$ cat config.mk
export PLATFORM = sky130hd
export DESIGN_NAME = mem_bus_arbiter
export DESIGN_NICKNAME = d
export VERILOG_FILES = /design/src/rtl/mem_bus_arbiter_pkg.sv /design/src/rtl/rr_arbiter2.sv /design/src/rtl/mem_bus_arbiter.sv
export SDC_FILE = /design/constraint.sdc
export NUM_CORES = 1
export LEC_CHECK = 0
export CORE_AREA = 2 2 180 182
export CTS_CLUSTER_DIAMETER = 50
export DETAILED_ROUTE_END_ITERATION = 12
export DIE_AREA = 0 0 182 184
export PLACE_DENSITY = 0.68
export SYNTH_ARGS = -nofsm -noshare
export SYNTH_HDL_FRONTEND = slang
export SYNTH_SLANG_ARGS = --single-unit
$ cat constraint.sdc
create_clock -name clk -period 2.9 [get_ports clk]
set_input_delay 0.58 -clock clk [delete_from_list [all_inputs] [get_ports clk]]
set_output_delay 0.58 -clock clk [all_outputs]
set_load 0.01 [all_outputs]
$ cat src/rtl/mem_bus_arbiter_pkg.sv
// Shared definitions for the memory bus arbiter: default line size, FSM state
// encoding and the requester ID encoding.
package mem_bus_arbiter_pkg;

  // Words per cache line.
  localparam int unsigned LineWords = 4;

  typedef enum logic [2:0] {
    StIdle     = 3'd0,
    StGrantI   = 3'd1,
    StGrantDRd = 3'd2,
    StGrantDWr = 3'd3,
    StDone     = 3'd4
  } arb_state_e;

  typedef enum logic {
    ReqI = 1'b0,
    ReqD = 1'b1
  } req_id_e;

endpackage

$ cat src/rtl/rr_arbiter2.sv
// Combinational two-way round-robin arbiter between the ICache and DCache.
// On a tie the requester that was not granted last wins.
//   req_i_i      : ICache request
//   req_d_i      : DCache request
//   last_grant_i : requester served most recently
//   gnt_valid_o  : some request is present
//   gnt_o        : chosen requester (meaningful only with gnt_valid_o)
module rr_arbiter2
  import mem_bus_arbiter_pkg::*;
(
  input  logic    req_i_i,
  input  logic    req_d_i,
  input  req_id_e last_grant_i,
  output logic    gnt_valid_o,
  output req_id_e gnt_o
);

  always_comb begin
    gnt_valid_o = req_i_i | req_d_i;
    gnt_o       = ReqI;
    if (req_i_i && req_d_i) begin
      gnt_o = (last_grant_i == ReqI) ? ReqD : ReqI;
    end else if (req_d_i) begin
      gnt_o = ReqD;
    end
  end

endmodule

$ cat src/rtl/mem_bus_arbiter.sv
// Arbitrates a single-port memory between an ICache (line reads) and a DCache
// (line reads or single-word stores). Line reads are split into LINE_WORDS
// word beats and assembled into a shared line buffer.
//   clk, rst                 : clock, asynchronous active-low reset
//   i_valid/i_addr           : ICache line-read request
//   i_ready/i_rdata          : ICache done pulse and assembled line
//   d_valid/d_for_store/...  : DCache request (store = one write beat)
//   d_ready/d_rdata          : DCache done pulse and assembled line
//   m_*                      : memory beat interface, m_ready completes a beat
module mem_bus_arbiter
  import mem_bus_arbiter_pkg::*;
#(
  parameter int unsigned LINE_WORDS = LineWords,
  parameter int unsigned ADDR_W     = 32,
  parameter int unsigned DATA_W     = 32
) (
  input  logic                         clk,
  input  logic                         rst,
  input  logic                         i_valid,
  input  logic [ADDR_W-1:0]            i_addr,
  output logic                         i_ready,
  output logic [LINE_WORDS*DATA_W-1:0] i_rdata,
  input  logic                         d_valid,
  input  logic                         d_for_store,
  input  logic [ADDR_W-1:0]            d_addr,
  input  logic [DATA_W-1:0]            d_wdata,
  input  logic [3:0]                   d_wstrb,
  output logic                         d_ready,
  output logic [LINE_WORDS*DATA_W-1:0] d_rdata,
  output logic                         m_valid,
  output logic                         m_we,
  output logic [ADDR_W-1:0]            m_addr,
  output logic [DATA_W-1:0]            m_wdata,
  output logic [3:0]                   m_wstrb,
  input  logic                         m_ready,
  input  logic [DATA_W-1:0]            m_rdata
);

  localparam int unsigned CntW  = (LINE_WORDS > 1) ? $clog2(LINE_WORDS) : 1;
  localparam int unsigned LineW = LINE_WORDS * DATA_W;
  localparam logic [ADDR_W-1:0] AlignMask = ~ADDR_W'(LINE_WORDS * 4 - 1);

  arb_state_e        state_q, state_d;
  logic [CntW-1:0]   cnt_q, cnt_d;
  req_id_e           last_grant_q, last_grant_d;
  req_id_e           gnt_q, gnt_d;
  logic [ADDR_W-1:0] addr_q, addr_d;
  logic [DATA_W-1:0] wdata_q, wdata_d;
  logic [3:0]        wstrb_q, wstrb_d;
  logic [LineW-1:0]  line_q, line_d;

  logic    arb_valid;
  req_id_e arb_gnt;

  rr_arbiter2 u_rr_arbiter2 (
    .req_i_i     (i_valid),
    .req_d_i     (d_valid),
    .last_grant_i(last_grant_q),
    .gnt_valid_o (arb_valid),
    .gnt_o       (arb_gnt)
  );

  assign i_rdata = line_q;
  assign d_rdata = line_q;

  always_comb begin
    state_d      = state_q;
    cnt_d        = cnt_q;
    last_grant_d = last_grant_q;
    gnt_d        = gnt_q;
    addr_d       = addr_q;
    wdata_d      = wdata_q;
    wstrb_d      = wstrb_q;
    line_d       = line_q;
    m_valid      = 1'b0;
    m_we         = 1'b0;
    m_addr       = '0;
    m_wdata      = '0;
    m_wstrb      = '0;
    i_ready      = 1'b0;
    d_ready      = 1'b0;

    unique case (state_q)
      StIdle: begin
        cnt_d = '0;
        if (arb_valid) begin
          gnt_d = arb_gnt;
          if (arb_gnt == ReqI) begin
            addr_d  = i_addr & AlignMask;
            wdata_d = '0;
            wstrb_d = '0;
            state_d = StGrantI;
          end else begin
            // d_for_store is captured by the choice of state.
            addr_d  = d_for_store ? d_addr : (d_addr & AlignMask);
            wdata_d = d_wdata;
            wstrb_d = d_wstrb;
            state_d = d_for_store ? StGrantDWr : StGrantDRd;
          end
        end
      end
      StGrantI, StGrantDRd: begin
        m_valid = 1'b1;
        m_addr  = addr_q + ADDR_W'({cnt_q, 2'b00});
        if (m_ready) begin
          line_d[int'(cnt_q)*DATA_W +: DATA_W] = m_rdata;
          if (cnt_q == CntW'(LINE_WORDS - 1)) begin
            cnt_d   = '0;
            state_d = StDone;
          end else begin
            cnt_d = cnt_q + 1'b1;
          end
        end
      end
      StGrantDWr: begin
        m_valid = 1'b1;
        m_we    = 1'b1;
        m_addr  = addr_q;
        m_wdata = wdata_q;
        m_wstrb = wstrb_q;
        if (m_ready) begin
          state_d = StDone;
        end
      end
      StDone: begin
        i_ready      = (gnt_q == ReqI);
        d_ready      = (gnt_q == ReqD);
        last_grant_d = gnt_q;
        state_d      = StIdle;
      end
      default: state_d = StIdle;
    endcase
  end

  always_ff @(posedge clk or negedge rst) begin
    if (!rst) begin
      state_q      <= StIdle;
      cnt_q        <= '0;
      last_grant_q <= ReqI;
      gnt_q        <= ReqI;
      addr_q       <= '0;
      wdata_q      <= '0;
      wstrb_q      <= '0;
      line_q       <= '0;
    end else begin
      state_q      <= state_d;
      cnt_q        <= cnt_d;
      last_grant_q <= last_grant_d;
      gnt_q        <= gnt_d;
      addr_q       <= addr_d;
      wdata_q      <= wdata_d;
      wstrb_q      <= wstrb_d;
      line_q       <= line_d;
    end
  end

endmodule

After elaboration in Yosys (flattened, before gate mapping)
Index checks and enable logic that the tools add are counted.
{"block": "op_classes", "shift": 2, "n_bitwise": 2, "muxes": 25, "n_reduce_logical": 9, "n_eq_ne": 9, "addsub": 3}
{"op": "$bwmux W128", "count": 1}
{"op": "$shift A32 B34 Y128 const A", "count": 1}
{"op": "$shiftx A32 B34 Y128", "count": 1}
{"op": "$mux W32", "count": 3}
{"op": "$pmux W32 S2", "count": 1}
{"op": "$neg A7 Y34", "count": 1}
{"op": "$add A32 B4 Y32", "count": 1}
{"op": "$mux W3", "count": 4}
{"op": "$mux W4", "count": 3}
{"op": "$pmux W3 S3", "count": 1}
{"op": "$mux W1", "count": 8}
{"op": "$ne A2 B2 Y1 const B", "count": 4}
{"op": "$eq A3 B2 Y1 const B", "count": 2}
{"op": "$mux W2", "count": 3}
{"op": "$reduce_and A2 Y1", "count": 3}
{"op": "$pmux W2 S2", "count": 1}
{"op": "$reduce_and A4 Y1", "count": 1}
{"op": "$eq A3 B1 Y1 const B", "count": 1}
{"op": "$eq A3 B3 Y1 const B", "count": 1}
{"op": "$logic_not A3 Y1", "count": 1}
{"op": "$reduce_or A3 Y1", "count": 1}
{"op": "$add A2 B1 Y2 const B", "count": 1}
{"op": "$eq A2 B2 Y1 const B", "count": 1}
{"op": "$reduce_bool A2 Y1", "count": 1}
{"op": "other kinds (4)", "count": 4}
{"block": "totals", "reg_bits": 203, "out_inout_bits": 328, "inputBits": 138}

Depth between registers and ports, before layout
Gate-level depths: netlist of the first run.
{"block": "logic_depth", "depth_word": 5, "mapped_depth": 8, "mapped_depth_nobuf": 7}

By module
From an unflattened synthesis of the first run, not the netlist that was laid out.
{"block": "unflattened", "cells_unflattened": 1239, "hier_area_um2": 10521.3}
{"mod": "mem_bus_arbiter", "instances": 1, "cells_each": 1237, "area_per_inst_um2": 10507.6, "seq_area_each_um2": 5079.9}
{"mod": "rr_arbiter2", "instances": 1, "cells_each": 2, "area_per_inst_um2": 13.8, "seq_area_each_um2": 0.0}

Worst setup path after synthesis of the first run
OpenSTA, ideal clock, no wires.
{"block": "synth_timing", "kind": "register to output", "from": "register cnt_q[0]", "to": "output port m_addr[24]", "path_slack_ns": -0.024, "arrival_time_ns": 2.344, "path_buffers": 1, "required_time_ns": 2.320, "stages_incl_launch_ff": 9, "cell_sequence": "dfrtp_1 ha_1 inv_1 fa_1 and4b_1 clkbuf_1 nand2_1 or4_1 a21oi_1"}
{"block": "synth_between", "elab_chain_len": 2}
{"element": "start, declared", "line_no": "mem_bus_arbiter.sv:44", "source": "logic [CntW-1:0] cnt_q, cnt_d;"}
{"element": "start signal, assigned", "line_no": "mem_bus_arbiter.sv:147", "source": "cnt_q <= cnt_d;"}
{"element": "$add A32 B4 Y32", "line_no": "mem_bus_arbiter.sv:104", "source": "m_addr = addr_q + ADDR_W'({cnt_q, 2'b00});"}
{"element": "$pmux W32 S2", "line_no": "mem_bus_arbiter.sv:83", "source": "unique case (state_q)"}
{"element": "end, declared", "line_no": "mem_bus_arbiter.sv:32", "source": "output logic [ADDR_W-1:0] m_addr,"}
Every way passes these cells.

Worst setup path in the final report of the first run
{"block": "layout_timing", "from": "register addr_q[2]", "to": "output port m_addr[24]"}
{"block": "layout_between", "elab_chain_len": 2}
{"element": "start, declared", "line_no": "mem_bus_arbiter.sv:47", "source": "logic [ADDR_W-1:0] addr_q, addr_d;"}
{"element": "start signal, assigned", "line_no": "mem_bus_arbiter.sv:150", "source": "addr_q <= addr_d;"}
{"element": "$add A32 B4 Y32", "line_no": "mem_bus_arbiter.sv:104"}
{"element": "$pmux W32 S2", "line_no": "mem_bus_arbiter.sv:83"}
Every way passes these cells.

==> impl_metrics.py, run 1 <==
metrics = {
    "logic_synthesis": {
        "synth_warnings": 0,
        "synth_flop_cell": "dfrtp_1",
        "syn-num-nets": 1313,
        "syn_area_um2": 10500,
        "synth_edf_count": 0,
        "ys_types": 58,
        "ys_ff_latch": 203,
        "postSynth.asyncResetShare_pct": 100,
        "ys_seq_area_share_pct": 48.6,
        "synthCells": 1166,
        "syn_avg_cell_area_um2": 8.97,
    },
    "critical_path": {
        "crit_required_ns": 2.32,
        "start_kind": "register",
        "cp-end-kind": "output port",
        "crit_type": "register to output port",
        "cp_max_fo": 4,
        "crit_arrival_ns": 2.76,
    },
    "timing": {
        "rsz0062_at_grt": "true",
        "max_freq_mhz": 300,
        "fin_ws_ns": -0.436,
        "worstMarginPinSlew_ns": 0.617,
        "hold_viol": 0,
        "slew_headroom_pct": 58.9,
        "fin_crit_ns": 3.34,
        "drv_slew": 0,
        "fin_crit_sh_pct": 115,
        "holdWs_ns": 0.0869,
        "final-setup-viol-count": 20,
        "fin_skew_ns": 0.0102,
    },
    "floorplanning": {
        "rows": 65,
        "ios": 466,
        "initial_core_util_pct": 33.3,
        "dieArea_um2": 33500,
        "core_um2": 31400,
        "dieWidth_um": 182,
        "die_y_um": 184,
    },
    "global_route": {
        "grt_util_met1_pct": 23.7,
        "grt_max_degree": 71,
        "antenna_found_initial": 1,
        "grt_pass1_wl_mm": 54.3,
        "grt_util_met2_pct": 37.8,
        "grt-busiest-layer": "met2",
        "grt-ovfl-total": 0,
        "grtUsageTotal_pct": 20.5,
        "grt_pass1_vias": 9672,
        "grt.met3_usage_pct": 4.56,
    },
    "final_layout": {
        "final_cells": 1957,
        "final_common_cell": "clkdlybuf4s50_1",
        "multiInputGateArea_um2": 4450,
        "final_layout_size_suffix_gt1_share_pct": 14.7,
        "fin_util_pct": 51.6,
        "mostFrequentLayoutCells": "clkdlybuf4s50_1 (425), nand2_1 (306), dfrtp_1 (200)",
        "area_delta_synth_final_pct": 54.7,
        "seqCellArea_um2": 5080,
        "diodes": 0,
        "nets": 1686,
        "fillers": 2828,
    },
    "pwr": {
        "p_leak_nw": 6.79,
        "power_density_nw_per_um2": 1000,
        "power_w": 0.0162,
        "peakVddDrop_uv": 640,
    },
    "clock_tree": {
        "cts.reportedPaths.clkPinSlew_ns": 0.06,
        "insertion_delay_ns": 0.52,
        "cts_htree_levels": 1,
        "cts_tree": "done",
        "cts_buffers": 25,
        "cts_num_sinks": 203,
        "clk_path_buf_depth": 3,
        "cts-root-buf": "clkbuf_16",
    },
    "drt": {
        "dr.pass1.iters": 5,
        "drt_wl_total_mm": 35.5,
        "drcViolationCount": 0,
        "via_count": 9588,
        "detail-route-antenna-nets": 0,
        "vias_per_cell": 4.90,
        "drtIter0Drc": 527,
        "avgRoutedWirePerCell_um": 18.1,
    },
    "run_status": {
        "run_status": "finished, violations left",
        "violations": "setup timing",
    },
    "min_path": {
        "min_path_type": "input port to asynchronous set/reset pin",
    },
    "place": {
        "hpwl_mm": 25.8,
        "place.gp.congestion": 0.827,
        "dp_cells": 1892,
        "dpl_worst_slack_ns": -0.336,
        "port_buffers": 461,
    },
    "run": {
        "maxCapViolCount": 0,
    },
}
-- worst max-delay path, cell delays in order, from the launching register on --
cell and delay [ns]:
dfrtp_1 0.35, ha_2 0.19, inv_2 0.04, fa_2 0.33, and4b_4 0.41, nand2_4 0.08, buf_4 0.16, or4_4 0.42
a21oi_2 0.13, buf_2 0.14
-- what timing repair did --
action,4_1_cts,5_1_grt
resized for setup,164,51
setup buffers,17,7
endpoints found under the setup margin,71,32
hold buffers,0,0
gates cloned,0,0
pin swaps,22,22
-- final timing paths --
path	start	to	cells after the start	slack (ns)
worst max-delay path	addr_q[2]$_DFFE_PN0P_	m_addr[24]	9	-0.44
worst min-delay path	rst	addr_q[24]$_DFFE_PN0P_	1	0.09
worst max register to register	cnt_q[0]$_DFFE_PN0P_	d_rdata[17]$_DFFE_PN0P_	8	0.78
worst min register to register	addr_q[29]$_DFFE_PN0P_	addr_q[29]$_DFFE_PN0P_	2	0.49
max in group asynchronous	rst	wdata_q[21]$_DFFE_PN0P_	2	2.07
min in group clk	addr_q[29]$_DFFE_PN0P_	addr_q[29]$_DFFE_PN0P_	2	0.49
-- sequential cells by signal, summed over array words and instances, names as in the netlist --
signal,flops
addr_q,32
cnt_q,2
d_rdata,128
gnt_q,1
last_grant_q,1
state_q,3
wdata_q,32
wstrb_q,4
-- synthesized netlist by cell type (4+ instances only) --
library cell | instances | area [um^2]
a22o_1 | 37 | 324
a21o_1 | 5 | 37.5
o31ai_1 | 6 | 45.0
nor4_1 | 7 | 43.8
buf_4 | 129 | 968
nor3_1 | 13 | 65.1
buf_6 | 4 | 45.0
nor2_1 | 18 | 67.6
ha_1 | 8 | 100
buf_1 | 4 | 15.0
nand2_1 | 308 | 1160
dfrtp_1 | 203 | 5080
and2_1 | 42 | 263
nand3_1 | 17 | 85.1
a21oi_1 | 10 | 50.1
a31oi_1 | 6 | 37.5
inv_1 | 12 | 45.0
clkbuf_1 | 55 | 206
or4_1 | 7 | 52.6
buf_2 | 11 | 55.1
nand4_1 | 10 | 62.6
or3_1 | 4 | 25.0
o21ai_0 | 168 | 841
mux2i_1 | 29 | 290
xnor2_1 | 6 | 52.6
-- kinds of logic (layout without fill, tap and decap cells) --
kind of cell	count (synthesis)	in the layout	share of synthesized area (%)
fa+ha+maj	10	10	1.24
buf+inv	215	604	12.8
mux	29	29	2.78
compound gates	251	251	14.4
flops	203	203	48.6
xor+xnor	10	10	1.09
simple gates	448	448	19.2
-- layout make-up --
cell class / count / area share, %
Multi-Input combinational cell: 748 / 27.5
Sequential cell: 203 / 31.4
Clock buffer: 35 / 4.28
Tap cell: 402 / 3.11
Clock inverter: 8 / 0.704
Timing Repair Buffer: 549 / 32.7
Inverter: 12 / 0.278
-- metrics by stage --
stage / setup TNS [ns] / cell area [um^2]
detailed placement: -2.50 / 14900
floorplan: 0 / 10500
finish: -5.51 / 16200
global placement: -2.24 / 14900
CTS: -5.69 / 16000
global route: -7.69 / 16200
-- layer usage --
layer / vias to the layer above / share of wire [%]
met5: - / 0
met4: 0 / 2.5
met3: 68 / 7.5
met2: 413 / 51
met1: 4533 / 39
li1: 4574 / -
-- where the power goes --
part           leakage (nW)  switching, W  internal, W  total, W
Clock                 0.395       0.00122      0.00185   0.00308
Sequential             2.71      0.000926      0.00391   0.00483
Combinational          3.68       0.00422      0.00406   0.00828
No activity file was read; power rests on OpenSTA's default activity.
==> inputs of run 2 (changes only) <==
--- a/config.mk
+++ b/config.mk
@@ -5,11 +5,13 @@
 export SDC_FILE = /design/constraint.sdc
 export NUM_CORES = 1
 export LEC_CHECK = 0
-export CORE_AREA = 2 2 180 182
+export CELL_PAD_IN_SITES_DETAIL_PLACEMENT = 0
+export CELL_PAD_IN_SITES_GLOBAL_PLACEMENT = 2
+export CORE_MARGIN = 2
+export CORE_UTILIZATION = 21
 export CTS_CLUSTER_DIAMETER = 50
 export DETAILED_ROUTE_END_ITERATION = 12
-export DIE_AREA = 0 0 182 184
-export PLACE_DENSITY = 0.68
+export PLACE_DENSITY = 0.75
 export SYNTH_ARGS = -nofsm -noshare
 export SYNTH_HDL_FRONTEND = slang
 export SYNTH_SLANG_ARGS = --single-unit
==> impl_metrics.py, run 2 (synthesis results as in run 1) <==
metrics = {
    "clock_tree": {
        "cts_buffers": 35,
        "cts-root-buf": "clkbuf_16",
        "insertion_delay_ns": 0.53,
        "cts_num_sinks": 203,
        "cts.reportedPaths.clkPinSlew_ns": 0.05,
        "cts_htree_levels": 2,
        "clk_path_buf_depth": 3,
        "cts_tree": "done",
    },
    "final_layout": {
        "design_area_um2": 17000,
        "mostFrequentLayoutCells": "clkdlybuf4s50_1 (401), nand2_1 (306), dfrtp_1 (201)",
        "area_delta_synth_final_pct": 63.0,
        "fillers": 5140,
        "final_layout_size_suffix_gt1_share_pct": 16.7,
        "final_common_cell": "clkdlybuf4s50_1",
        "final_cells": 2250,
        "nets": 1707,
        "largest_reg_flops": 128,
    },
    "drt": {
        "avgRoutedWirePerCell_um": 17.9,
        "detail-route-antenna-nets": 0,
        "vias_per_cell": 4.25,
        "via_count": 9555,
        "dr.pass1.iters": 4,
        "drcViolationCount": 0,
        "drt_wl_total_mm": 40.2,
        "drtIter0Drc": 583,
    },
    "place": {
        "dp_cells": 2163,
        "port_buffers": 461,
        "place.gp.congestion": 0.812,
        "placed_cell_area_um2": 15400,
        "hpwl_mm": 29.2,
    },
    "timing": {
        "slew_headroom_pct": 56.1,
        "worstMarginPinSlew_ns": 0.658,
        "fin_crit_ns": 3.29,
        "final-setup-viol-count": 16,
        "fin_ws_ns": -0.388,
        "rsz0062_at_grt": "true",
        "fin_crit_sh_pct": 113,
        "max_freq_mhz": 304,
        "fin_skew_ns": 0.0208,
        "holdWs_ns": 0.480,
        "drv_slew": 0,
        "hold_viol": 0,
    },
    "pwr": {
        "p_int_w": 0.0109,
        "clockPowerShare_pct": 23.6,
        "switching_share_pct": 38.6,
        "combPwrFrac_pct": 49.2,
        "pwr-share-seq_pct": 27.2,
        "peakVddDrop_uv": 411,
        "power_density_nw_per_um2": 1040,
        "p_switching_w": 0.00684,
        "p_leak_nw": 7.44,
    },
    "critical_path": {
        "cp_max_fo": 4,
        "cp_cell_sequence": "ha_2 > inv_2 > fa_2 > and4b_2 > buf_6 > nand2_4 > o311a_4 > a221o_1 > buf_2",
        "crit_required_ns": 2.32,
        "crit_type": "register to output port",
        "cp-end-kind": "output port",
        "crit_arrival_ns": 2.71,
        "slowest_delay_ns": 0.35,
        "cpMaxStageDelayCell": "dfrtp_1",
        "start_kind": "register",
    },
    "floorplanning": {
        "dieWidth_um": 227,
        "die_y_um": 227,
        "ios": 466,
        "dieArea_um2": 51600,
        "core_um2": 49100,
        "initial_core_util_pct": 21.3,
        "rows": 81,
    },
    "global_route": {
        "grt_pass1_vias": 9589,
        "grt_pass1_wl_mm": 59.0,
        "grt-ovfl-total": 0,
        "grtUsageTotal_pct": 15.1,
        "antenna_found_initial": 1,
        "grt_max_degree": 77,
    },
    "min_path": {
        "min_path_type": "register to register",
    },
    "run": {
        "maxCapViolCount": 0,
    },
    "run_status": {
        "violations": "setup timing",
        "run_status": "finished, violations left",
    },
}
==> run 2: layout make-up <==
class,instances,area (um^2),share of cell area [%]
Timing Repair Buffer,560,5490,32.2
Sequential cell,203,5080,29.8
Multi-Input combinational cell,748,4400,25.8
Clock buffer,43,998,5.86
Tap cell,664,831,4.87
Clock inverter,19,189,1.11
Inverter,12,47.5,0.279
Antenna cell,1,2.50,0.0147
==> run 2: through the flow <==
step	setup TNS [ns]	worst slack (ns)	total power, W	util [%]
2_1_floorplan	0	0.00169	0.00895	-
3_3_place_gp	-3.29	-0.442	0.0133	31.3
3_5_place_dp	-3.34	-0.450	0.0134	31.3
4_1_cts	-4.73	-0.435	0.0178	34.3
5_1_grt	-5.89	-0.512	0.0189	34.7
6_report	-3.50	-0.388	0.0177	34.8
==> run 2: path summary, 6_finish.rpt <==
path                                             from                        to  slack, ns  cells after the start
worst max-delay path             cnt_q[0]$_DFFE_PN0P_                m_addr[30]      -0.39                      9
worst min-delay path            addr_q[0]$_DFFE_PN0P_     addr_q[0]$_DFFE_PN0P_       0.48                      1
worst max register to register   cnt_q[0]$_DFFE_PN0P_   d_rdata[31]$_DFFE_PN0P_       0.36                      9
worst min register to register  addr_q[0]$_DFFE_PN0P_     addr_q[0]$_DFFE_PN0P_       0.48                      1
max in group asynchronous                         rst  d_rdata[110]$_DFFE_PN0P_       1.57                      3
min in group asynchronous                         rst   d_rdata[28]$_DFFE_PN0P_       0.56                      2
==> run 2: power by group through the flow <==
stage | Combinational, W | Clock (W) | Sequential [W]
after floorplan | 0.00407 | 0 | 0.00488
after global placement | 0.00843 | 0 | 0.00488
after detailed placement | 0.00852 | 0 | 0.00490
after CTS | 0.00861 | 0.00432 | 0.00487
after global routing | 0.00950 | 0.00444 | 0.00499
final | 0.00871 | 0.00418 | 0.00483
==> run 2: metal layers <==
| metal | GRT usage (%) | vias to the layer above | wire length [um] |
|---|---|---|---|
| li1 | - | 4607 | - |
| met1 | 17.8 | 4499 | 16300 |
| met2 | 25.8 | 396 | 19500 |
| met3 | 4.89 | 53 | 3370 |
| met4 | 5.21 | 0 | 1060 |
| met5 | 0 | - | 0 |
==> run 2: worst max-delay path, delay by kind of cell (launching register included) <==
kind	cells	cell delay, ns
compound gates	2	0.59
fa+ha+maj	2	0.52
simple gates	2	0.40
flops	1	0.35
buf+inv	3	0.31
==> run 2: what timing repair did <==
action	4_1_cts	5_1_grt
endpoints found under the setup margin	72	65
pin swaps	26	23
hold buffers	1	0
setup buffers	18	6
resized for setup	157	71
gates cloned	0	2
endpoints found under the hold margin	38	0
==> inputs of run 3 (changes only) <==
--- a/config.mk
+++ b/config.mk
@@ -11,6 +11,7 @@
 export CORE_UTILIZATION = 21
 export CTS_CLUSTER_DIAMETER = 50
 export DETAILED_ROUTE_END_ITERATION = 12
+export HOLD_SLACK_MARGIN = 0.05
 export PLACE_DENSITY = 0.75
 export SYNTH_ARGS = -nofsm -noshare
 export SYNTH_HDL_FRONTEND = slang
==> results of run 3 <==
Same layout as run 2: the final DEF is identical, and so are final timing and power.
